**config.mk**
```make
export PLATFORM = sky130hd
export DESIGN_NAME = rng_scheduler_flat
export DESIGN_NICKNAME = d
export VERILOG_FILES = /design/src/rtl/rng_scheduler_if.sv /design/src/rtl/rng_scheduler.sv /design/src/flat_wrapper.sv
export SDC_FILE = /design/constraint.sdc
export NUM_CORES = 1
export LEC_CHECK = 0
export ABC_CLOCK_PERIOD_IN_PS = 2990
export BUFFER_PORTS_ARGS = -buffer_cell sky130_fd_sc_hd__buf_2
export CAP_MARGIN = 20
export CORE_MARGIN = 8
export CORE_UTILIZATION = 37
export DETAILED_ROUTE_END_ITERATION = 16
export GPL_TIMING_DRIVEN = 0
export PLACE_DENSITY = 0.59
export SLEW_MARGIN = 20
export SYNTH_ARGS = -nofsm -noshare
export SYNTH_HDL_FRONTEND = slang
export SYNTH_SLANG_ARGS = --single-unit
```
**constraint.sdc**
```tcl
create_clock -name i_clk -period 2.99 [get_ports i_clk]
set_input_delay 0.598 -clock i_clk [delete_from_list [all_inputs] [get_ports i_clk]]
set_output_delay 0.598 -clock i_clk [all_outputs]
set_load 0.05 [all_outputs]
```
**src/rtl/rng_scheduler_if.sv**
```systemverilog
// Bundle of request, limit, LFSR and result signals shared by the RNG
// scheduler and its consumers.
interface rng_scheduler_if #(
   parameter int unsigned N_REQ = 4,
   parameter int unsigned WIDTH = 10
);
   logic [N_REQ-1:0]       req;
   logic [N_REQ*WIDTH-1:0] limit;
   logic [WIDTH-1:0]       lfsr_value;
   logic [N_REQ-1:0]       ack;
   logic [WIDTH-1:0]       rng_out;
   logic                   busy;
   logic                   lfsr_stuck;

   modport master (
      output req, limit, lfsr_value,
      input  ack, rng_out, busy, lfsr_stuck
   );

   modport slave (
      input  req, limit, lfsr_value,
      output ack, rng_out, busy, lfsr_stuck
   );
endinterface

```
**src/rtl/rng_scheduler.sv**
```systemverilog
// Round-robin front end for a free-running LFSR.  It reduces one captured
// sample modulo the granted requester's limit with a bit-serial restoring remainder.
module rng_scheduler #(
   parameter int unsigned N_REQ = 4,
   parameter int unsigned WIDTH = 10
) (
   input logic           i_clk,
   input logic           i_reset,
   rng_scheduler_if.slave io_bus
);
   localparam int unsigned IW = (N_REQ > 1) ? $clog2(N_REQ) : 1;
   localparam int unsigned CW = (WIDTH > 1) ? $clog2(WIDTH) : 1;

   typedef enum logic [1:0] {StIdle, StReduce, StDone} state_e;

   state_e           r_state;
   logic [IW-1:0]    r_rr_ptr;
   logic [IW-1:0]    r_grant;
   logic [WIDTH-1:0] r_sample;
   logic [WIDTH-1:0] r_lim;
   logic [WIDTH:0]   r_rem;
   logic [CW-1:0]    r_bit_cnt;
   logic [N_REQ-1:0] r_ack;
   logic [WIDTH-1:0] r_rng_out;
   logic [WIDTH-1:0] r_prev;
   logic             r_eq;

   logic             w_found;
   logic [IW-1:0]    w_grant;
   logic [IW-1:0]    w_next_ptr;
   logic [WIDTH:0]   w_t;
   logic [WIDTH:0]   w_rem_next;

   // Scan from the highest offset down so the nearest set bit at or after rr_ptr wins.
   always_comb begin
      w_found = 1'b0;
      w_grant = '0;
      for (int k = N_REQ - 1; k >= 0; k--) begin
         if (io_bus.req[(int'(r_rr_ptr) + k) % N_REQ]) begin
            w_found = 1'b1;
            w_grant = IW'((int'(r_rr_ptr) + k) % N_REQ);
         end
      end
      w_next_ptr = (w_grant == IW'(N_REQ - 1)) ? '0 : w_grant + IW'(1);
   end

   always_comb begin
      w_t        = {r_rem[WIDTH-1:0], r_sample[r_bit_cnt]};
      w_rem_next = (w_t >= {1'b0, r_lim}) ? (w_t - {1'b0, r_lim}) : w_t;
   end

   always_ff @(posedge i_clk or negedge i_reset) begin
      if (!i_reset) begin
         r_state   <= StIdle;
         r_rr_ptr  <= '0;
         r_grant   <= '0;
         r_sample  <= '0;
         r_lim     <= '0;
         r_rem     <= '0;
         r_bit_cnt <= '0;
         r_ack     <= '0;
         r_rng_out <= '0;
      end else begin
         unique case (r_state)
            StIdle: begin
               if (w_found) begin
                  r_grant   <= w_grant;
                  r_sample  <= io_bus.lfsr_value;
                  r_lim     <= io_bus.limit[int'(w_grant)*WIDTH +: WIDTH];
                  r_rem     <= '0;
                  r_bit_cnt <= CW'(WIDTH - 1);
                  r_rr_ptr  <= w_next_ptr;
                  r_state   <= StReduce;
               end
            end
            StReduce: begin
               r_rem <= w_rem_next;
               if (r_bit_cnt == '0) begin
                  // A zero limit means unbounded: hand back the raw sample.
                  r_rng_out <= (r_lim == '0) ? r_sample : w_rem_next[WIDTH-1:0];
                  r_ack     <= N_REQ'(1) << r_grant;
                  r_state   <= StDone;
               end else begin
                  r_bit_cnt <= r_bit_cnt - CW'(1);
               end
            end
            StDone: begin
               r_ack   <= '0;
               r_state <= StIdle;
            end
            default: r_state <= StIdle;
         endcase
      end
   end

   // Two consecutive equal observations flag a halted or all-zero LFSR.
   always_ff @(posedge i_clk or negedge i_reset) begin
      if (!i_reset) begin
         r_prev <= '0;
         r_eq   <= 1'b0;
      end else begin
         r_prev <= io_bus.lfsr_value;
         r_eq   <= (io_bus.lfsr_value == r_prev);
      end
   end

   assign io_bus.ack        = r_ack;
   assign io_bus.rng_out    = r_rng_out;
   assign io_bus.busy       = (r_state != StIdle);
   assign io_bus.lfsr_stuck = r_eq && (io_bus.lfsr_value == r_prev);
endmodule

```
**src/flat_wrapper.sv**
```systemverilog
// flat-port wrapper written by rule: the top's interface ports become plain ports
module rng_scheduler_flat 
#(
   parameter int unsigned N_REQ = 4,
   parameter int unsigned WIDTH = 10
)
  (i_clk, i_reset, io_bus_req, io_bus_limit, io_bus_lfsr_value, io_bus_ack, io_bus_rng_out, io_bus_busy, io_bus_lfsr_stuck);
  rng_scheduler_if #(.N_REQ(N_REQ), .WIDTH(WIDTH)) io_bus_i ();
  input logic i_clk;
  input logic i_reset;
  input wire logic [$bits(io_bus_i.req)-1:0] io_bus_req;
  input wire logic [$bits(io_bus_i.limit)-1:0] io_bus_limit;
  input wire logic [$bits(io_bus_i.lfsr_value)-1:0] io_bus_lfsr_value;
  output wire logic [$bits(io_bus_i.ack)-1:0] io_bus_ack;
  output wire logic [$bits(io_bus_i.rng_out)-1:0] io_bus_rng_out;
  output wire logic [$bits(io_bus_i.busy)-1:0] io_bus_busy;
  output wire logic [$bits(io_bus_i.lfsr_stuck)-1:0] io_bus_lfsr_stuck;
  assign io_bus_i.req = io_bus_req;
  assign io_bus_i.limit = io_bus_limit;
  assign io_bus_i.lfsr_value = io_bus_lfsr_value;
  assign io_bus_ack = io_bus_i.ack;
  assign io_bus_rng_out = io_bus_i.rng_out;
  assign io_bus_busy = io_bus_i.busy;
  assign io_bus_lfsr_stuck = io_bus_i.lfsr_stuck;
  rng_scheduler #(.N_REQ(N_REQ), .WIDTH(WIDTH)) u_core (.i_clk(i_clk), .i_reset(i_reset), .io_bus(io_bus_i));
endmodule
```
# [Word level (Yosys, flattened, before mapping)]
# Cells that the tools add are included.
[totals] word_cells=77 out_inout_bits=16 regBits=65
[op_classes] mul=1 add_sub_neg=6 n_reduce_logical=13 mux=31 shifts=2 n_lt_le_gt_ge=6 eq_ne=7
[op_table] cell="indexed part select 40 x 7 -> 10 bit" n=1
[op_table] cell="2-to-1 mux 10 bit" n=3
[op_table] cell="one-hot mux 10 bit (2 select lines)" n=1
[op_table] cell="one-hot mux 4 bit (2 select lines)" n=2
[op_table] cell="2-to-1 mux 2 bit" n=7
[op_table] cell="less-than comparator 2 x 3 -> 1 bit (second input constant)" n=4
[op_table] cell="2-to-1 mux 4 bit" n=3
[op_table] cell=">= comparator 11 x 10 -> 1 bit" n=1
[op_table] cell="equality test 10 bit" n=1
[op_table] cell="zero test 10 bit" n=1
[op_table] cell="AND reduction 2 bit" n=5
[op_table] cell="subtractor 10 bit" n=1
[op_table] cell="2-to-1 mux 1 bit" n=9
[op_table] cell="binary-select mux 1 bit (select 2 bit)" n=4
[op_table] cell="nonzero test 2 bit" n=3
[op_table] cell="less-than comparator 4 x 5 -> 1 bit (second input constant)" n=1
[op_table] cell="multiplier 2 x 3 -> 5 bit (second input constant)" n=1
[op_table] cell="adder 2 x 1 -> 2 bit (second input constant)" n=2
[op_table] cell="adder 2 bit (second input constant)" n=2
[op_table] cell="binary-select mux 1 bit (select 4 bit)" n=1
[op_table] cell="equality test 2 bit (second input constant)" n=2
[op_table] cell="zero test 4 bit" n=1
[op_table] cell="inequality test 2 x 1 -> 1 bit (second input constant)" n=2
[op_table] cell="one-hot mux 2 bit (2 select lines)" n=1
[op_table] cell="7 further kinds" n=7

# [Depth between registers and ports, before layout]
# Gate-level depths: netlist (run 1).
[depth] ltp_word=9 depth_mapped=13 depth_no_buf=12

# [Least setup slack after synthesis (run 1)]
# OpenSTA, ideal clock, no wires.
[synth_timing] path_type="register to register" start="register u_core.r_bit_cnt[0]" end="register u_core.r_rng_out[9] (netlist: u_core.io_bus.rng_out[9])" required_time_ns=2.880 period_less_slack_ns=2.701 path_buffers=1 path_stages_with_launch=13 arrival_time_ns=2.590 setup_time_ns=0.110 setup_slack_ns=0.289 cell_sequence="dfrtp_1 > buf_2 > mux4_2 > nand2_1 > o31ai_1 > o21ai_1 > ha_1 > nor2b_4 > o31ai_2 > a21oi_2 > a211o_1 > and2_4 > o41ai_1"
[synth_between] elab_chain_len=5 word_cells_on_any_way=8 classes_between="add/sub (1); order compare (1); mux (4); reduce/logical (2)"
[synth_lines] item="from (decl)" line="rng_scheduler.sv:22" text="logic [CW-1:0] r_bit_cnt;"
[synth_lines] item="from (signal assigned)" line="rng_scheduler.sv:71" text="r_bit_cnt <= CW'(WIDTH - 1);"
[synth_lines] item="from (signal assigned)" line="rng_scheduler.sv:84" text="r_bit_cnt <= r_bit_cnt - CW'(1);"
[synth_lines] item="binary-select mux 1 bit (select 4 bit)" line="rng_scheduler.sv:48" text="w_t = {r_rem[WIDTH-1:0], r_sample[r_bit_cnt]};"
[synth_lines] item="2-to-1 mux 1 bit (implied by the code)" line="rng_scheduler.sv:48"
[synth_lines] item="subtractor 10 bit or >= comparator 11 x 10 -> 1 bit (tied branches)" line="rng_scheduler.sv:49" text="w_rem_next = (w_t >= {1'b0, r_lim}) ? (w_t - {1'b0, r_lim}) : w_t;"
[synth_lines] item="2-to-1 mux 10 bit" line="rng_scheduler.sv:49"
[synth_lines] item="2-to-1 mux 10 bit" line="rng_scheduler.sv:80" text="r_rng_out <= (r_lim == '0) ? r_sample : w_rem_next[WIDTH-1:0];"
[synth_lines] item="to (signal assigned)" line="rng_scheduler.sv:80"
[synth_lines] item="to (decl)" line="rng_scheduler.sv:24" text="logic [WIDTH-1:0] r_rng_out;"
# Several ways; a longest one is shown, not always the timed one. The select of a mux whose other input is x is not followed.
# A chain may end at the register's enable or synchronous reset.

# [Final worst setup path (run 1)]
[layout_timing] start="register u_core.r_bit_cnt[0]" end="register u_core.r_rng_out[8] (netlist: u_core.io_bus.rng_out[8])"
# Same word-level chain as after synthesis.

==> flow_metrics.py, run 1 <==
metrics = {
    "yosys": {
        "synthFlopType": "dfrtp_1",
        "synth_top_area_share": 0.439,
        "syn-num-nets": 453,
        "synth_cells": 383,
        "syn_avg_cell_area_um2": 9.68,
        "synth_area_leader_cell": "dfrtp_1",
        "ys_async_sr_fraction": 1.00,
        "synth_common_cells": "dfrtp_1, nand2_1, mux2i_1, inv_1, o21ai_0",
        "synth_seq_area_share": 0.439,
        "synth.ff_latch_count": 65,
        "synth_area_leaders": "dfrtp_1, mux2i_1, nand2_1",
        "synth.cell_area_mm2": 0.00371,
        "yosysMostFrequentCell": "dfrtp_1",
        "yosysUniqueCellTypes": 49,
        "synth_edf_count": 0,
        "ys.warnings.count": 0,
    },
    "clocking": {
        "clk_latency_ns": 0.36,
        "root_buffer": "clkbuf_8",
        "cts_buffers": 9,
        "tritoncts": "built",
        "clk_pin_slew_ns": 0.09,
        "clock_sinks": 65,
        "clock_tree.htree_level_count": 3,
        "cts_buffer_depth": 2,
    },
    "detailed_routing": {
        "dr.pass1.iters": 4,
        "via_per_inst": 5.10,
        "post_drt_wl_per_cell_um": 15.5,
        "wl_um": 9450,
        "drtIter0Drc": 143,
        "wl_met2_um": 4200,
        "highest-signal-layer": "met4",
        "ant_nets": 0,
        "wl_met1_um": 4530,
        "dr_wl_met3_um": 499,
        "vias": 3108,
        "drcViolationCount": 0,
    },
    "global_routing": {
        "grt_max_degree": 41,
        "grt_antenna_before_repair": 0,
        "overflow": 0,
        "track_usage": 0.145,
        "grt_pass1_wl_um": 15400,
        "grt_pass1_vias": 3233,
    },
    "cells_and_area": {
        "insertedDiodeCount": 0,
        "nNetsFinal": 542,
        "stdcell_count": 610,
        "drive_gt1_frac": 0.302,
        "syn_to_final_growth_pct": 26.2,
    },
    "placed_design": {
        "dp_cells": 588,
        "dp_hpwl_um": 7380,
        "io_buffers": 71,
        "place.gp.congestion": 0.891,
    },
    "setup_path": {
        "startpoint": "u_core.r_bit_cnt[0]",
        "critPathRequiredTime_ns": 3.27,
        "cp_max_fo": 6,
        "worst_ep_arrival_time_ns": 3.20,
        "end_kind": "flop",
        "critPathKind": "flop to flop",
        "startpoint_type": "flop",
        "r2r-start": "u_core.r_bit_cnt[0]",
    },
    "die": {
        "die-area_mm2": 0.0135,
        "core_area_mm2": 0.00977,
        "ioPinCount": 72,
        "initial_core_util": 0.379,
        "die_h_um": 116,
        "rows": 36,
        "die_w_um": 116,
    },
    "power_and_ir_drop": {
        "switching_share": 0.458,
        "clkPwrFrac": 0.132,
        "leakagePower_uw": 0.00218,
        "vdd_drop_max_v": 0.000477,
        "p_int_uw": 3460,
        "pwr-share-comb": 0.620,
        "switchingPower_uw": 2920,
        "seq_power_share": 0.248,
        "power_density_mw_per_mm2": 1360,
    },
    "min_path": {
        "min_path_type": "primary input to asynchronous set/reset pin",
    },
    "timing": {
        "timing.fmax_mhz": 342,
        "maxSlewHeadroom": 0.618,
        "worst_pin_slew_ns": 0.568,
        "fin_skew_ns": 0.0150,
        "hold_violations": 0,
        "layout_min_cycle_time_ns": 2.92,
        "fin_crit_sh": 0.977,
        "drv_slew": 0,
        "rsz0062_at_grt": "true",
        "setup_viol_count_final": 0,
        "whs_ns": 0.139,
    },
    "run_status": {
        "status": "complete, no violations",
    },
    "job": {
        "cap_violations": 0,
    },
}
[metal layers]
metal  track usage  up-vias
li1              -     1545
met3        0.0315       17
met5             0        -
met2         0.215       91
met4        0.0666        0
met1         0.196     1455
[timing repair]
action	CTS	global route
gates cloned	0	1
resized for setup	2	32
endpoints found under the setup margin	20	18
pin swaps	0	12
buffers inserted	0	5
hold buffers	0	0
endpoints found under the hold margin	0	0
[cell usage in the layout (no fill, tap or decap), types with 3 or more instances in the layout]
cell      Yosys  routed
nand2b_1      5       5
nor4_1        6       6
a21oi_1      11      11
nand3_1      17      17
xor2_1        3       3
inv_1        22      22
mux2i_1      29      23
clkbuf_1      8       8
buf_2         4      73
buf_4         0       6
o21a_1        4       4
xnor2_1      15      15
nor3_1        3       3
mux2_2       12      12
dfrtp_1      65      65
a22oi_1      10      10
o21ai_0      22      20
mux2i_4       0       5
nor2_1       10      10
o21ai_1      13      12
ha_1         13      11
nand4_1       5       5
o21ai_2       0       3
nand2_1      64      63
clkbuf_8      0       9
nor2b_1       3       3
buf_6         3       5
[power groups by stage]
stage	Sequential (µW)	Combinational [µW]	Clock, µW
6_report	1580	3960	846
5_1_grt	1630	4310	897
4_1_cts	1560	3330	864
3_5_place_dp	1580	3280	0
3_3_place_gp	1560	3210	0
2_1_floorplan	1720	2320	0
[kinds of logic after synthesis]
| family | count (synthesis) | share of synthesized area |
|---|---|---|
| compound gates | 85 | 0.148 |
| buf+inv | 38 | 0.0459 |
| xor+xnor | 18 | 0.0425 |
| mux | 43 | 0.127 |
| fa+ha+maj | 14 | 0.0493 |
| simple gates | 120 | 0.149 |
| flops | 65 | 0.439 |
[through the flow]
step           utilization  setup TNS [ns]  setup slack, ns  cell area, µm²  total power (µW)
3_5_place_dp         0.435           -1.78           -0.146            4250              4850
2_1_floorplan            -               0            0.289            3710              4040
5_1_grt              0.479          -0.371          -0.0527            4680              6840
3_3_place_gp         0.433           -1.08           -0.107            4230              4770
4_1_cts              0.459               0           0.0158            4490              5750
6_report             0.479               0           0.0681            4680              6390
[cell type report]
cell class                 instances  area [µm²]
timing repair buffer              78         427
clock buffer                       9         124
multi-input combinational        280        2060
buffer                            16        93.8
inverter                          22        82.6
sequential                        65        1630
clock inverter                     7         101
tap                              133         166
fill                             966        5090
[flip-flops by register name (all words and copies together), names as in the netlist, 4 cells and up]
name / cells
u_core.io_bus.rng_out: 10
u_core.r_bit_cnt: 4
u_core.r_lim: 10
u_core.r_rem: 10
u_core.io_bus.ack: 4
u_core.r_sample: 10
u_core.r_prev: 10
[final timing paths]
check                                            to  slack [ns]  depth (start not counted)
min reg2reg                         u_core.r_lim[8]        0.49                          2
max                        u_core.io_bus.rng_out[8]        0.07                         13
min in group i_clk                 u_core.r_prev[7]        0.38                          1
max in group asynchronous           u_core.r_rem[8]        2.32                          2
max reg2reg                u_core.io_bus.rng_out[8]        0.07                         13
min                                u_core.r_prev[5]        0.14                          1
[worst max-delay path, cell delays in order (launching register included)]
cell and delay (ns):
dfrtp_1 0.34, buf_6 0.12, mux4_2 0.50, nand2_2 0.07, o31ai_2 0.06, o21ai_2 0.25
ha_2 0.25, nor2b_4 0.05, o31ai_4 0.32, a31o_1 0.26, a21oi_4 0.10, buf_6 0.17
o31a_2 0.27, o21ai_1 0.08
Note: power is estimated with default switching activity, not from simulation.
==> run 2: changes to the inputs <==
--- a/config.mk
+++ b/config.mk
@@ -12,7 +12,9 @@
 export CORE_UTILIZATION = 37
 export DETAILED_ROUTE_END_ITERATION = 16
 export GPL_TIMING_DRIVEN = 0
+export MAX_ROUTING_LAYER = met4
 export PLACE_DENSITY = 0.59
+export RECOVER_POWER = 50
 export SLEW_MARGIN = 20
 export SYNTH_ARGS = -nofsm -noshare
 export SYNTH_HDL_FRONTEND = slang
==> run 2 against run 1 <==
Net effect: highest routed layer unchanged; critical path type unchanged; largest cell class unchanged; critical path depth unchanged; sequential cell count unchanged; non-clock buffer count is the same.
==> flow_metrics.py, run 2 (same netlist as run 1, synthesis figures left out) <==
metrics = {
    "timing": {
        "whs_ns": 0.388,
        "fin_skew_ns": 0.0163,
        "layout_min_cycle_time_ns": 2.90,
        "maxSlewHeadroom": 0.0827,
        "fin_ws_ns": 0.0851,
        "rsz0062_at_grt": "true",
        "drv_slew": 0,
        "fin_tns_setup_ns": 0,
        "fin_crit_sh": 0.972,
        "worst_pin_slew_ns": 1.38,
        "hold_violations": 0,
        "setup_viol_count_final": 0,
        "timing.fmax_mhz": 344,
    },
    "setup_path": {
        "cp_max_fo": 6,
        "critPathKind": "flop to flop",
        "critPathRequiredTime_ns": 3.27,
        "worst_ep_arrival_time_ns": 3.19,
        "end_kind": "flop",
        "startpoint_type": "flop",
        "r2r-start": "u_core.r_bit_cnt[0]",
        "startpoint": "u_core.r_bit_cnt[0]",
    },
    "clocking": {
        "clock_tree.htree_level_count": 3,
        "clk_latency_ns": 0.36,
        "clk_pin_slew_ns": 0.09,
        "root_buffer": "clkbuf_8",
        "cts_buffers": 9,
        "cts_buffer_depth": 2,
        "clock_sinks": 65,
        "ctsHoldBuffers": 0,
        "tritoncts": "built",
    },
    "detailed_routing": {
        "vias": 3096,
        "via_per_inst": 5.08,
        "wl_um": 9430,
        "dr.pass1.iters": 4,
        "ant_nets": 0,
        "drcViolationCount": 0,
        "post_drt_wl_per_cell_um": 15.5,
        "drtIter0Drc": 188,
    },
    "placed_design": {
        "dp_slack_ns": -0.146,
        "place.gp.congestion": 0.906,
        "io_buffers": 71,
        "dp_hpwl_um": 7380,
    },
    "power_and_ir_drop": {
        "leakagePower_uw": 0.00215,
        "power_density_mw_per_mm2": 1370,
        "vdd_drop_max_v": 0.000474,
    },
    "global_routing": {
        "grt_antenna_before_repair": 0,
        "track_usage": 0.149,
        "grt_pass1_vias": 3232,
        "overflow": 0,
        "grt_max_degree": 41,
        "grt_pass1_wl_um": 15400,
    },
    "cells_and_area": {
        "drive_gt1_frac": 0.279,
        "final_common_cell": "dfrtp_1",
        "final_cell_mix": "dfrtp_1, nand2_1, buf_2, mux2i_1, inv_1",
        "nNetsFinal": 542,
        "insertedDiodeCount": 0,
        "fillers": 976,
        "syn_to_final_growth_pct": 25.4,
    },
    "job": {
        "cap_violations": 0,
    },
    "run_status": {
        "status": "complete, no violations",
    },
    "die": {
        "initial_core_util": 0.379,
        "die-area_mm2": 0.0135,
        "die_h_um": 116,
        "rows": 36,
        "die_w_um": 116,
        "core_area_mm2": 0.00977,
        "ioPinCount": 72,
    },
    "min_path": {
        "min_path_type": "primary input to flop",
        "hp-start": "io_bus_lfsr_value[7]",
    },
}
run 2: cell types whose count changed in the layout (fill, tap and decap cells not counted):
cell,previous run,this run
buf_12,1,0
buf_4,6,5
buf_2,73,63
clkbuf_2,0,1
clkbuf_1,8,19
run 2: final cells by class:
| class | count | area, µm² | share of cell area |
|---|---|---|---|
| Tap cell | 133 | 166 | 0.0358 |
| Clock buffer | 9 | 124 | 0.0266 |
| Inverter | 22 | 82.6 | 0.0178 |
| Timing Repair Buffer | 78 | 395 | 0.0851 |
| Buffer | 16 | 93.8 | 0.0202 |
| Multi-Input combinational cell | 280 | 2060 | 0.443 |
| Clock inverter | 7 | 101 | 0.0218 |
| Sequential cell | 65 | 1630 | 0.350 |
run 2: worst max-delay path, stage by stage, from the launching register on:
cell and delay (ns):
dfrtp_1 0.34, buf_6 0.12, mux4_2 0.50, nand2_2 0.07, o31ai_2 0.06, o21ai_2 0.25, ha_2 0.25, nor2b_4 0.05
o31ai_4 0.31, a31o_1 0.26, a21oi_4 0.10, buf_6 0.17, o31a_2 0.27, o21ai_1 0.08
run 2: per-layer routing:
metal / up-vias / share of wire / global-route usage
li1: 1545 / - / -
met1: 1437 / 0.49 / 0.200
met2: 98 / 0.45 / 0.215
met3: 16 / 0.046 / 0.0264
met4: 0 / 0.023 / 0.0666
met5: - / 0 / -
run 2: per-stage QoR:
stage | cell area, µm² | total power [µW] | std cells | util
after floorplan | 3710 | 4040 | 383 | -
after global placement | 4230 | 4770 | 587 | 0.433
after detailed placement | 4250 | 4850 | 588 | 0.435
after CTS | 4490 | 5750 | 604 | 0.459
after global routing | 4650 | 6830 | 610 | 0.476
final | 4650 | 6370 | 610 | 0.476
run 2: path summary, 6_finish.rpt:
kind	endpoint	slack, ns	depth (start not counted)
max	u_core.io_bus.rng_out[8]	0.09	13
min	u_core.r_prev[7]	0.39	1
max reg2reg	u_core.io_bus.rng_out[8]	0.09	13
min reg2reg	u_core.r_lim[8]	0.49	2
max in group asynchronous	u_core.r_rem[8]	0.83	2
min in group asynchronous	u_core.r_prev[5]	0.53	1
run 2: what timing repair did:
action | in CTS | in global routing
gates cloned | 0 | 1
pin swaps | 0 | 12
endpoints found under the setup margin | 20 | 18
resized for setup | 2 | 32
buffers inserted | 0 | 5
run 2: power breakdown:
| part | switching (µW) | internal (µW) | total (µW) |
|---|---|---|---|
| sequential | 340 | 1240 | 1580 |
| combinational | 2200 | 1740 | 3940 |
| clock | 368 | 477 | 846 |
| total | 2910 | 3460 | 6370 |
==> run 3: changes to the inputs <==
--- a/config.mk
+++ b/config.mk
@@ -6,14 +6,14 @@
 export NUM_CORES = 1
 export LEC_CHECK = 0
 export ABC_CLOCK_PERIOD_IN_PS = 2990
-export BUFFER_PORTS_ARGS = -buffer_cell sky130_fd_sc_hd__buf_2
 export CAP_MARGIN = 20
 export CORE_MARGIN = 8
 export CORE_UTILIZATION = 37
 export DETAILED_ROUTE_END_ITERATION = 16
+export DONT_BUFFER_PORTS = 1
 export GPL_TIMING_DRIVEN = 0
 export MAX_ROUTING_LAYER = met4
-export PLACE_DENSITY = 0.59
+export PLACE_DENSITY = 0.53
 export RECOVER_POWER = 50
 export SLEW_MARGIN = 20
 export SYNTH_ARGS = -nofsm -noshare
==> run 3 against run 2 <==
Net effect: the run now ends with max-capacitance violations, max-slew violations left; sequential share of layout area up 2.9 points; sequential cell count did not move; non-clock buffer count is 70 lower; worst hold slack lost 0.12 ns; clock skew shrank 0.00059 ns; critical path depth rose by 1; sequential power grew 17%; register-to-register slack improved by 0.03 ns; core utilization fell by 3.7 points; final area decreased by 7.7%; power fell by 3.9%.
==> flow_metrics.py, run 3 (same netlist as run 1, synthesis figures left out) <==
metrics = {
    "timing": {
        "timing.fmax_mhz": 348,
        "maxSlewHeadroom": -0.0583,
        "fin_tns_setup_ns": 0,
        "hold_violations": 0,
        "setup_viol_count_final": 0,
        "worst_pin_slew_ns": 1.59,
        "fin_crit_sh": 0.962,
        "fin_skew_ns": 0.0157,
        "layout_min_cycle_time_ns": 2.87,
        "drv_slew": 66,
    },
    "job": {
        "cap_violations": 1,
    },
    "global_routing": {
        "grt_pass1_wl_um": 15400,
        "track_usage": 0.150,
        "grt_pass1_vias": 3016,
        "grt_antenna_before_repair": 0,
        "overflow": 0,
        "grt_max_degree": 66,
    },
    "clocking": {
        "cts_buffer_depth": 2,
        "clk_latency_ns": 0.35,
        "cts_buffers": 9,
        "clk_pin_slew_ns": 0.08,
        "clock_sinks": 65,
        "root_buffer": "clkbuf_8",
        "clock_tree.htree_level_count": 3,
        "tritoncts": "built",
    },
    "power_and_ir_drop": {
        "switchingPower_uw": 2850,
        "switching_share": 0.466,
        "leakagePower_uw": 0.00188,
        "vdd_drop_max_v": 0.000445,
        "power_density_mw_per_mm2": 1430,
        "p_int_uw": 3270,
        "pwr-share-comb": 0.586,
        "clkPwrFrac": 0.111,
        "seq_power_share": 0.303,
    },
    "placed_design": {
        "place_area_mm2": 0.00387,
        "io_buffers": 0,
        "dp_hpwl_um": 7090,
        "place.gp.congestion": 0.816,
    },
    "setup_path": {
        "startpoint": "u_core.r_bit_cnt[0]",
        "startpoint_type": "flop",
        "r2r-start": "u_core.r_bit_cnt[0]",
        "rr_worst_depth": 14,
        "critPathRequiredTime_ns": 3.19,
        "cp_max_fo": 5,
        "cpMaxStageDelayCell": "mux4_2",
        "crit_chain": "buf_6 > mux4_2 > nand2_2 > o31ai_2 > o21ai_2 > buf_6 > ha_4 > nor2b_4 > o31ai_4 > a31o_1 > a21oi_4 > buf_12 > mux2i_2 > o21ai_1",
        "critPathKind": "flop to flop",
        "cp_common_cell": "buf_6",
        "critPathBufInv": 3,
        "worst_ep_arrival_time_ns": 3.07,
        "slowest_delay_ns": 0.51,
        "crit_cells": 14,
        "end_kind": "flop",
        "path_delay_family": "compound AO/OA/AOI/OAI gates",
    },
    "cells_and_area": {
        "insertedDiodeCount": 0,
        "finalInstanceArea_mm2": 0.00429,
        "syn_to_final_growth_pct": 15.7,
        "final_common_cell": "dfrtp_1",
        "final_cell_mix": "dfrtp_1, nand2_1, mux2i_1, inv_1, o21ai_0",
        "nNetsFinal": 472,
        "drive_gt1_frac": 0.184,
    },
    "min_path": {
        "min_path_type": "primary input to flop",
        "hp-start": "io_bus_lfsr_value[3]",
        "hold_depth": 0,
    },
    "detailed_routing": {
        "dr.pass1.iters": 4,
        "wl_um": 9370,
        "ant_nets": 0,
        "vias": 2841,
        "post_drt_wl_per_cell_um": 17.4,
        "drtIter0Drc": 146,
        "via_per_inst": 5.26,
        "drcViolationCount": 0,
    },
    "die": {
        "ioPinCount": 72,
        "initial_core_util": 0.379,
        "die-area_mm2": 0.0135,
        "die_h_um": 116,
        "core_area_mm2": 0.00977,
        "die_w_um": 116,
        "rows": 36,
    },
    "run_status": {
        "violations": "max-capacitance violations, max-slew violations",
        "status": "complete, but fails checks",
    },
}
==> run 3: path summary, 6_finish.rpt <==
kind                            slack (ns)               end
min in group asynchronous             0.65  u_core.r_prev[4]
worst max register to register        0.12   u_core.r_rem[3]
worst max-delay path                  0.12   u_core.r_rem[3]
worst min register to register        0.49   u_core.r_lim[9]
worst min-delay path                  0.27  u_core.r_prev[3]
max in group asynchronous             1.39   u_core.r_rem[5]
==> run 3: power groups by stage <==
stage                     Clock, µW  Combinational, µW  Sequential, µW
after global placement            0               2840            1840
after floorplan                   0               2320            1720
after detailed placement          0               2890            1850
after CTS                       701               2970            1830
final                           678               3590            1850
after global routing            738               3940            1910
==> run 3: through the flow <==
stage	total power (µW)	utilization	setup WS, ns	std cells	hold WS, ns
global placement	4670	0.396	-0.188	516	0.304
floorplan	4040	-	0.289	383	0.302
finish	6120	0.439	0.115	540	0.272
global route	6590	0.439	-0.00210	540	0.241
detailed placement	4730	0.396	-0.229	516	0.304
CTS	5500	0.420	-0.00179	533	0.124
==> run 3: timing repair <==
action / 4_1_cts / 5_1_grt
hold buffers: 1 / 0
pin swaps: 2 / 11
endpoints found under the hold margin: 65 / 0
gates cloned: 0 / 1
endpoints found under the setup margin: 20 / 20
setup buffers: 0 / 6
gates resized for setup: 5 / 28
==> run 3: layer usage <==
layer / routed length (µm) / vias up / track usage
met5: 0 / - / -
met4: 136 / 0 / 0.0501
met3: 515 / 11 / 0.0388
met2: 4280 / 85 / 0.224
met1: 4440 / 1352 / 0.193
li1: - / 1393 / -
==> run 3: final cells by class <==
cell class              instances  area [µm²]
plain buffers                  16         103
clock buffers                  10         138
clock inverters                 6        41.3
fillers                       984        5480
inverters                      22        82.6
multi-input cells             280        2050
flip-flops and latches         65        1630
well taps                     133         166
repair buffers                  8        82.6
